==> config.mk <==
export PLATFORM = sky130hd
export DESIGN_NAME = sr_bank_arbiter
export DESIGN_NICKNAME = d
export VERILOG_FILES = /design/src/rtl/sr_bank_pkg.sv /design/src/rtl/sr_cell.sv /design/src/rtl/sr_bank_arbiter.sv
export SDC_FILE = /design/constraint.sdc
export NUM_CORES = 1
export LEC_CHECK = 0
export BUFFER_PORTS_ARGS = -buffer_cell sky130_fd_sc_hd__buf_4
export CAP_MARGIN = 20
export CORE_MARGIN = 5
export CORE_UTILIZATION = 45
export CTS_BUF_LIST = sky130_fd_sc_hd__clkbuf_8
export CTS_CLUSTER_SIZE = 10
export DETAILED_ROUTE_END_ITERATION = 7
export GPL_TIMING_DRIVEN = 0
export PLACE_DENSITY = 0.79
export SLEW_MARGIN = 20
export SYNTH_ARGS = -nofsm -noshare
export SYNTH_HDL_FRONTEND = slang
export SYNTH_SLANG_ARGS = --single-unit
==> constraint.sdc <==
create_clock -name clk -period 1.6 [get_ports clk]
set_input_delay 0.16 -clock clk [delete_from_list [all_inputs] [get_ports clk]]
set_output_delay 0.16 -clock clk [all_outputs]
set_load 0.01 [all_outputs]
==> src/rtl/sr_bank_pkg.sv <==
// rtl/sr_bank_pkg.sv - shared types, bounds and round-robin search for sr_bank_arbiter
package sr_bank_pkg;

  typedef enum logic [1:0] {
    IDLE  = 2'd0,
    APPLY = 2'd1,
    ACK   = 2'd2
  } state_t;

  localparam int NREQ_MIN  = 2;
  localparam int NREQ_MAX  = 8;
  localparam int NBITS_MIN = 1;
  localparam int NBITS_MAX = 32;

  // First valid index at or after ptr, wrapping modulo nreq; returns ptr if none valid.
  function automatic logic [2:0] next_rr(input logic [2:0] ptr,
                                         input logic [NREQ_MAX-1:0] valid,
                                         input int nreq);
    logic [2:0] idx;
    next_rr = ptr;
    for (int k = NREQ_MAX - 1; k >= 0; k--) begin
      if (k < nreq) begin
        idx = 3'((int'(ptr) + k) % nreq);
        if (valid[idx]) next_rr = idx;
      end
    end
  endfunction

endpackage

==> src/rtl/sr_cell.sv <==
// rtl/sr_cell.sv - one SR storage cell; holds on S=R=0 and on S=R=1
module sr_cell (
  input  logic clk,
  input  logic reset,
  input  logic s,
  input  logic r,
  output logic q,
  output logic qbar
);

  always_ff @(posedge clk or posedge reset) begin
    if (reset) begin
      q <= 1'b0;
    end else if (s && !r) begin
      q <= 1'b1;
    end else if (!s && r) begin
      q <= 1'b0;
    end
  end

  assign qbar = ~q;

endmodule

==> src/rtl/sr_bank_arbiter.sv <==
// rtl/sr_bank_arbiter.sv - round-robin arbiter writing a shared SR bank
// Optional sticky conflict detection: SR_BANK_ARBITER_CONFLICT_EN
module sr_bank_arbiter
  import sr_bank_pkg::*;
#(
  parameter int NREQ  = 4,
  parameter int NBITS = 8
) (
  input  logic                       clk,
  input  logic                       reset,
  input  logic [NREQ-1:0]            req_valid,
  input  logic [NREQ*NBITS-1:0]      req_set_mask,
  input  logic [NREQ*NBITS-1:0]      req_clr_mask,
  output logic [NREQ-1:0]            req_ack,
  output logic [$clog2(NREQ)-1:0]    grant_id,
  output logic                       busy,
  output logic [NBITS-1:0]           q,
  output logic [NBITS-1:0]           qbar,
  output logic                       conflict
);

  localparam int IDW = $clog2(NREQ);

  state_t                state, state_nxt;
  logic [IDW-1:0]        rr_ptr;
  logic [NBITS-1:0]      s_reg, r_reg;
  logic [NBITS-1:0]      s_bus, r_bus;
  logic [NREQ_MAX-1:0]   valid_pad;
  logic [2:0]            winner;

  always_comb begin
    valid_pad = '0;
    valid_pad[NREQ-1:0] = req_valid;
    winner = next_rr(3'(rr_ptr), valid_pad, NREQ);
  end

  always_comb begin
    state_nxt = state;
    case (state)
      IDLE:    if (|req_valid) state_nxt = APPLY;
      APPLY:   state_nxt = ACK;
      ACK:     state_nxt = IDLE;
      default: state_nxt = IDLE;
    endcase
  end

  always_ff @(posedge clk or posedge reset) begin
    if (reset) begin
      state    <= IDLE;
      rr_ptr   <= '0;
      grant_id <= '0;
      s_reg    <= '0;
      r_reg    <= '0;
    end else begin
      state <= state_nxt;
      if (state == IDLE && |req_valid) begin
        grant_id <= IDW'(winner);
        s_reg    <= req_set_mask[int'(winner)*NBITS +: NBITS];
        r_reg    <= req_clr_mask[int'(winner)*NBITS +: NBITS];
      end
      if (state == ACK) begin
        rr_ptr <= (grant_id == IDW'(NREQ - 1)) ? '0 : grant_id + 1'b1;
      end
    end
  end

  always_comb begin
    req_ack = '0;
    if (state == ACK) req_ack[grant_id] = 1'b1;
  end

  assign busy = (state != IDLE);

  // Cells see the latched masks only during APPLY, so q holds everywhere else.
  assign s_bus = (state == APPLY) ? s_reg : '0;
  assign r_bus = (state == APPLY) ? r_reg : '0;

  for (genvar b = 0; b < NBITS; b++) begin : g_cell
    sr_cell u_cell (
      .clk   (clk),
      .reset (reset),
      .s     (s_bus[b]),
      .r     (r_bus[b]),
      .q     (q[b]),
      .qbar  (qbar[b])
    );
  end

`ifdef SR_BANK_ARBITER_CONFLICT_EN
  always_ff @(posedge clk or posedge reset) begin
    if (reset) begin
      conflict <= 1'b0;
    end else if (state == APPLY && |(s_reg & r_reg)) begin
      conflict <= 1'b1;
    end
  end
`else
  assign conflict = 1'b0;
`endif

endmodule

======== Word level (Yosys, flattened, before mapping) ========
Index checks and enable logic that the tools add are counted.
W data, S select, Z words.
word-level totals
  bits in writable memories ............... 0
  bits in read-only memories .............. 0
  word-level logic and storage cells ...... 124
  bits in registers ....................... 30
  output and inout bits ................... 24
  memories kept ........................... 0
  bits in latches ......................... 0
operators by class
  shifts and indexed selects .............. 2
  magnitude comparators ................... 6
  muxes and demuxes ....................... 36
  add/sub/neg operators ................... 4
  div/mod/pow operators ................... 0
  equality and inequality tests ........... 4
  reduce and logical (&&, ||, !) cells .... 48
  bitwise gates (word level) .............. 11
  multiply operators ...................... 0
operators with widths
  operator               count
  $shiftx A32 B7 Y8      2
  $mux W1                21
  $logic_and A1 B1 Y1    18
  $reduce_bool A2 Y1     9
  $logic_not A1 Y1       16
  $mux W8                2
  $lt A3 B4 Y1 const B   3
  $mux W3                4
  $bmux W1 S3            3
  $not A1 Y1             8
  $reduce_or A2 Y1       3
  $add A2 B1 Y2 const B  2
  $add A2 B2 Y2 const B  2
  $eq A2 B2 Y1 const B   2
  $lt A2 B4 Y1 const B   1
  $mux W2                2
  $mux W4                1
  $pmux W2 S2            1
  $reduce_or A4 Y1       1
  $and A1 B1 Y1 const A  3
  $lt A2 B3 Y1 const B   1
  $bmux W1 S2            1
  $demux W1 S2           1
  $eq A2 B1 Y1 const B   1
  3 further kinds        3

======== Logic depth before layout (Yosys ltp) ========
  depth in word-level cells ............... 10
  mapped depth ............................ 7
  mapped depth without buffers ............ 5

======== By module ========
From an unflattened synthesis, not the netlist that was laid out.
unflattened totals
  cells, all modules ...................... 220
  area, all modules ....................... 2153.3 sq um
by module, submodules not included
  module           cells an instance  times used  sequential area each (sq um)  area each (sq um)
  sr_bank_arbiter  172                1           550.5                         1642.8
  sr_cell          6                  8           25.0                          63.8

======== Worst setup path after synthesis ========
No wires, ideal clock.
  path kind ............................... register to register
  start point ............................. register state[1]
  end point ............................... register r_reg[0]
  cell stages (with the launch flop) ...... 8
  data required time ...................... 1472 ps
  setup time .............................. 128 ps
  path buffers ............................ 2
  slack ................................... -164 ps
  arrival time ............................ 1636 ps
  path through ............................ dfrtp_1 -> or2_1 -> a21o_1 -> a21o_2 -> buf_6 -> buf_4 -> a211oi_2 -> a211oi_2
between the ends
  longest elaborated chain between the ends .. 2
ends and longest elaborated chain
  element                   line                   source
  start: declaration        sr_bank_arbiter.sv:24  state_t state, state_nxt;
  start signal: assignment  sr_bank_arbiter.sv:55  state <= state_nxt;
  $logic_not A2 Y1          sr_bank_arbiter.sv:56  if (state == IDLE && |req_valid) begin
  $logic_and A1 B1 Y1       sr_bank_arbiter.sv:56
  end signal: assignment    sr_bank_arbiter.sv:59  r_reg <= req_clr_mask[int'(winner)*NBITS +: NBITS];
  end: declaration          sr_bank_arbiter.sv:26  logic [NBITS-1:0] s_reg, r_reg;
No other way between the ends.
A chain may end at the register's enable or synchronous reset.

======== Final worst setup path ========
  start point ............................. register rr_ptr[0]
  end point ............................... register r_reg[4]
between the ends
  longest elaborated chain between the ends .. 10
  elaborated cells on any way between the ends .. 22
  classes of those cells .................. add/sub (3); shift (1); mux (12); bitwise (3); reduce/logical (3)
ends and longest elaborated chain
  element                        line                   source
  start: declaration             sr_bank_arbiter.sv:25  logic [IDW-1:0] rr_ptr;
  start signal: assignment       sr_bank_arbiter.sv:62  rr_ptr <= (grant_id == IDW'(NREQ - 1)) ? '0 : grant_id + 1'b1;
  $add A2 B2 Y2                  sr_bank_pkg.sv:23      idx = 3'((int'(ptr) + k) % nreq);
  $reduce_or A2 Y1 (no line)     --
  $and A1 B1 Y1 (no line)        --
  $bmux W1 S3                    sr_bank_pkg.sv:24      if (valid[idx]) next_rr = idx;
  $mux W1 (implied by the code)  sr_bank_pkg.sv:24
  $mux W3 (3 in a row)           sr_bank_pkg.sv:24
  $mux W3 (*)                    sr_bank_pkg.sv:24
  $shiftx A32 B7 Y8 (*)          sr_bank_arbiter.sv:59
Every way passes the cells marked *; elsewhere a longest branch is shown, timed or not. The select of a mux whose other input is x is not followed.

==> run metrics <==
Reg clk slew, reported paths 0.06 ns; PwrDens 1772 mW/mm²; Final Skew 0.006668 ns; Post-Syn Nets 301; # DRC 0; deepest clock path buffer count 2; DRT antenna net count 0; drt first pass iters 4; CTS tree yes; crit path max-delay cell type dfrtp_2; vias in the first global route about 2100; sequential area share after synthesis 31.98%; Die Area just under 0.007 mm²; failing checks negative setup slack; critical path type flip-flop to flip-flop; WHS Path Cells 3; CP required around 1.8 ns; Total Wirelength 7332 µm; Syn Std Cell Area 0.002347 mm²; worst hold path class primary input to flip-flop; Initial DRC Count 80; Final Cell Area between 0.003 and 0.004 mm²; Starting Density 46.25%; crit path max fanout 10; worst vdd ir between 0.001 and 0.0015 V; drt via density 5.172; fraction of registers with async set/reset 100.0%; Syn Area/Cell 10.72 µm²; Worst setup EP type flip-flop; minimum clock period 1.785 ns; Clock Latency Late Sink roughly 0.27 ns; most frequent cells in the layout 121 x buf_4, 28 x dfrtp_1, 22 x a211oi_2; ys flop type dfrtp_1; worst stage delay on the critical path 0.42 ns; initial antenna violation count 0; first-pass GRT wire length about 10000 µm; Setup crit start rr_ptr[0]$_DFFE_PP0P_; Post-Synthesis Cells ~220; RSZ-0062 raised after global routing yes; post-DP HPWL 4835 µm; Static Leak 1.766 nW; Hold Crit Start req_clr_mask[16]; # rows 26; gr usage total 19.94%; Slew headroom 58.61%; final hold violations 0; Final Max Tran Viols 0; Post-synth EDFFs 0; Worst-Margin Slew 0.6199 ns; Final nets 417; die height slightly above 80 µm; most common cell after layout, fill and taps aside buf_4; Cell variety after synth 35; R2R cell count 6; worst reg-to-reg setup slack -0.18 ns; clock sinks 30; TritonCTS buffer count 5; run status complete, but fails checks; Post-DP Area 0.003161 mm²; area grow syn2layout 64.55%; antenna cells 0; WP data arrival 1.97 ns; yosys warns 0; Root Driver clkbuf_8; crit-path cells nor2b_2 -> o21a_4 -> or3_4 -> buf_12 -> mux2i_4 -> a211oi_2; Critical R2R Launch rr_ptr[0]$_DFFE_PP0P_; via count 2100; total power 6.843 mW; die width 82.22 µm; filler instances 364; layout cells sized above 1 69.64%; Boundary Pins 94; final RePlAce weighted congestion 0.7581; Setup crit start kind flip-flop; largest net degree at the start of global routing 31; period utilization 111.5%; Final setup violation count 24; H-tree levels 2; MaxCap Viol Count 0; core area 0.005075 mm²; Critical R2R Capture r_reg[4]$_DFFE_PP0P_; flops & latches, synth 30; port buffer count 92; total gr overflow 0; end of the worst hold path r_reg[0]$_DFFE_PP0P_; Peak Freq between 500 and 600 MHz; Avg WL per Cell 18.06 µm; Final Util 76.11%; min setup slack post-route -0.1845 ns
-- kinds of logic (layout without fill, tap and decap cells) --
logic type | Yosys count | count (layout) | share of synthesized area (%)
buffers and inverters | 42 | 159 | 13.81
AOI/OAI and AO/OA | 40 | 40 | 19.03
and+or+nand+nor | 68 | 68 | 17.00
adders and majority gates | 12 | 12 | 6.396
muxes | 26 | 26 | 11.62
DFF | 30 | 30 | 31.98
other | 1 | 1 | 0.1598
-- power by group --
group          internal, mW  total (mW)  switching [mW]  leakage [nW]
Sequential             1.12        1.44           0.327         0.354
Clock                 0.340       0.610           0.271        0.0524
Combinational          2.62        4.79            2.17          1.36
Total                  4.08        6.84            2.76          1.77
-- worst max path at each step --
stage	end	cells past startpoint	slack (ns)
finish	r_reg[4]$_DFFE_PP0P_	6	-0.18
CTS	s_reg[3]$_DFFE_PP0P_	7	-0.19
global route	r_reg[4]$_DFFE_PP0P_	6	-0.26
floorplan	r_reg[1]$_DFFE_PP0P_	7	-0.06
detailed placement	s_reg[3]$_DFFE_PP0P_	8	-0.26
global placement	s_reg[3]$_DFFE_PP0P_	8	-0.21
-- Yosys cell counts, types with 3 or more instances --
library cell / n / area share (%)
dfrtp_1: 30 / 32
a211oi_2: 28 / 15
buf_4: 19 / 6.1
nor2_1: 19 / 3.0
mux2i_1: 16 / 6.8
nor4b_1: 16 / 6.0
and2_1: 12 / 3.2
ha_1: 12 / 6.4
inv_1: 11 / 1.8
mux2_2: 10 / 4.8
nand2_1: 9 / 1.4
a211oi_1: 4 / 1.3
nor2b_1: 4 / 1.1
buf_12: 3 / 2.6
-- layer usage --
metal,vias to the layer above,routed length [µm],track usage [%]
met3,6,394,3.362
li1,996,-,-
met2,77,3988,34.78
met4,0,74,7.143
met1,1021,2875,24.59
met5,-,0,0
-- area by class of cell --
class	instances	area, µm²	area share (%)
Buffer	29	301.5	7.807
Clock buffer	6	82.58	2.138
Clock inverter	2	8.758	0.2268
Inverter	12	50.05	1.296
Multi-Input combinational cell	147	1683	43.57
Sequential cell	30	753.2	19.50
Tap cell	70	87.58	2.268
Timing Repair Buffer	110	895.9	23.19
-- worst max-delay path, delay by kind of cell (launching register included) --
family                 cells  cell delay, ns
and+or+nand+nor            2            0.47
AOI/OAI and AO/OA          2            0.43
muxes                      1            0.19
buffers and inverters      1            0.19
DFF                        1            0.42
-- stage by stage --
stage,hold slack [ns],instances,TNS [ns],setup WS (ns)
after floorplan,0.2508,219,-0.5807,-0.05566
after global placement,0.4713,381,-3.743,-0.2140
after detailed placement,0.2861,381,-4.355,-0.2645
after CTS,0.1868,403,-2.598,-0.1881
after global routing,0.1952,406,-3.606,-0.2627
final,0.1989,406,-2.215,-0.1845
-- repair_timing --
item,CTS,global route
buffers inserted,12,2
hold endpoints to repair,30,0
hold buffers,1,0
setup endpoints to repair,25,30
cloned,1,2
resized for setup,21,64
pin swaps,7,21
Power figures use the tool's default switching activity.
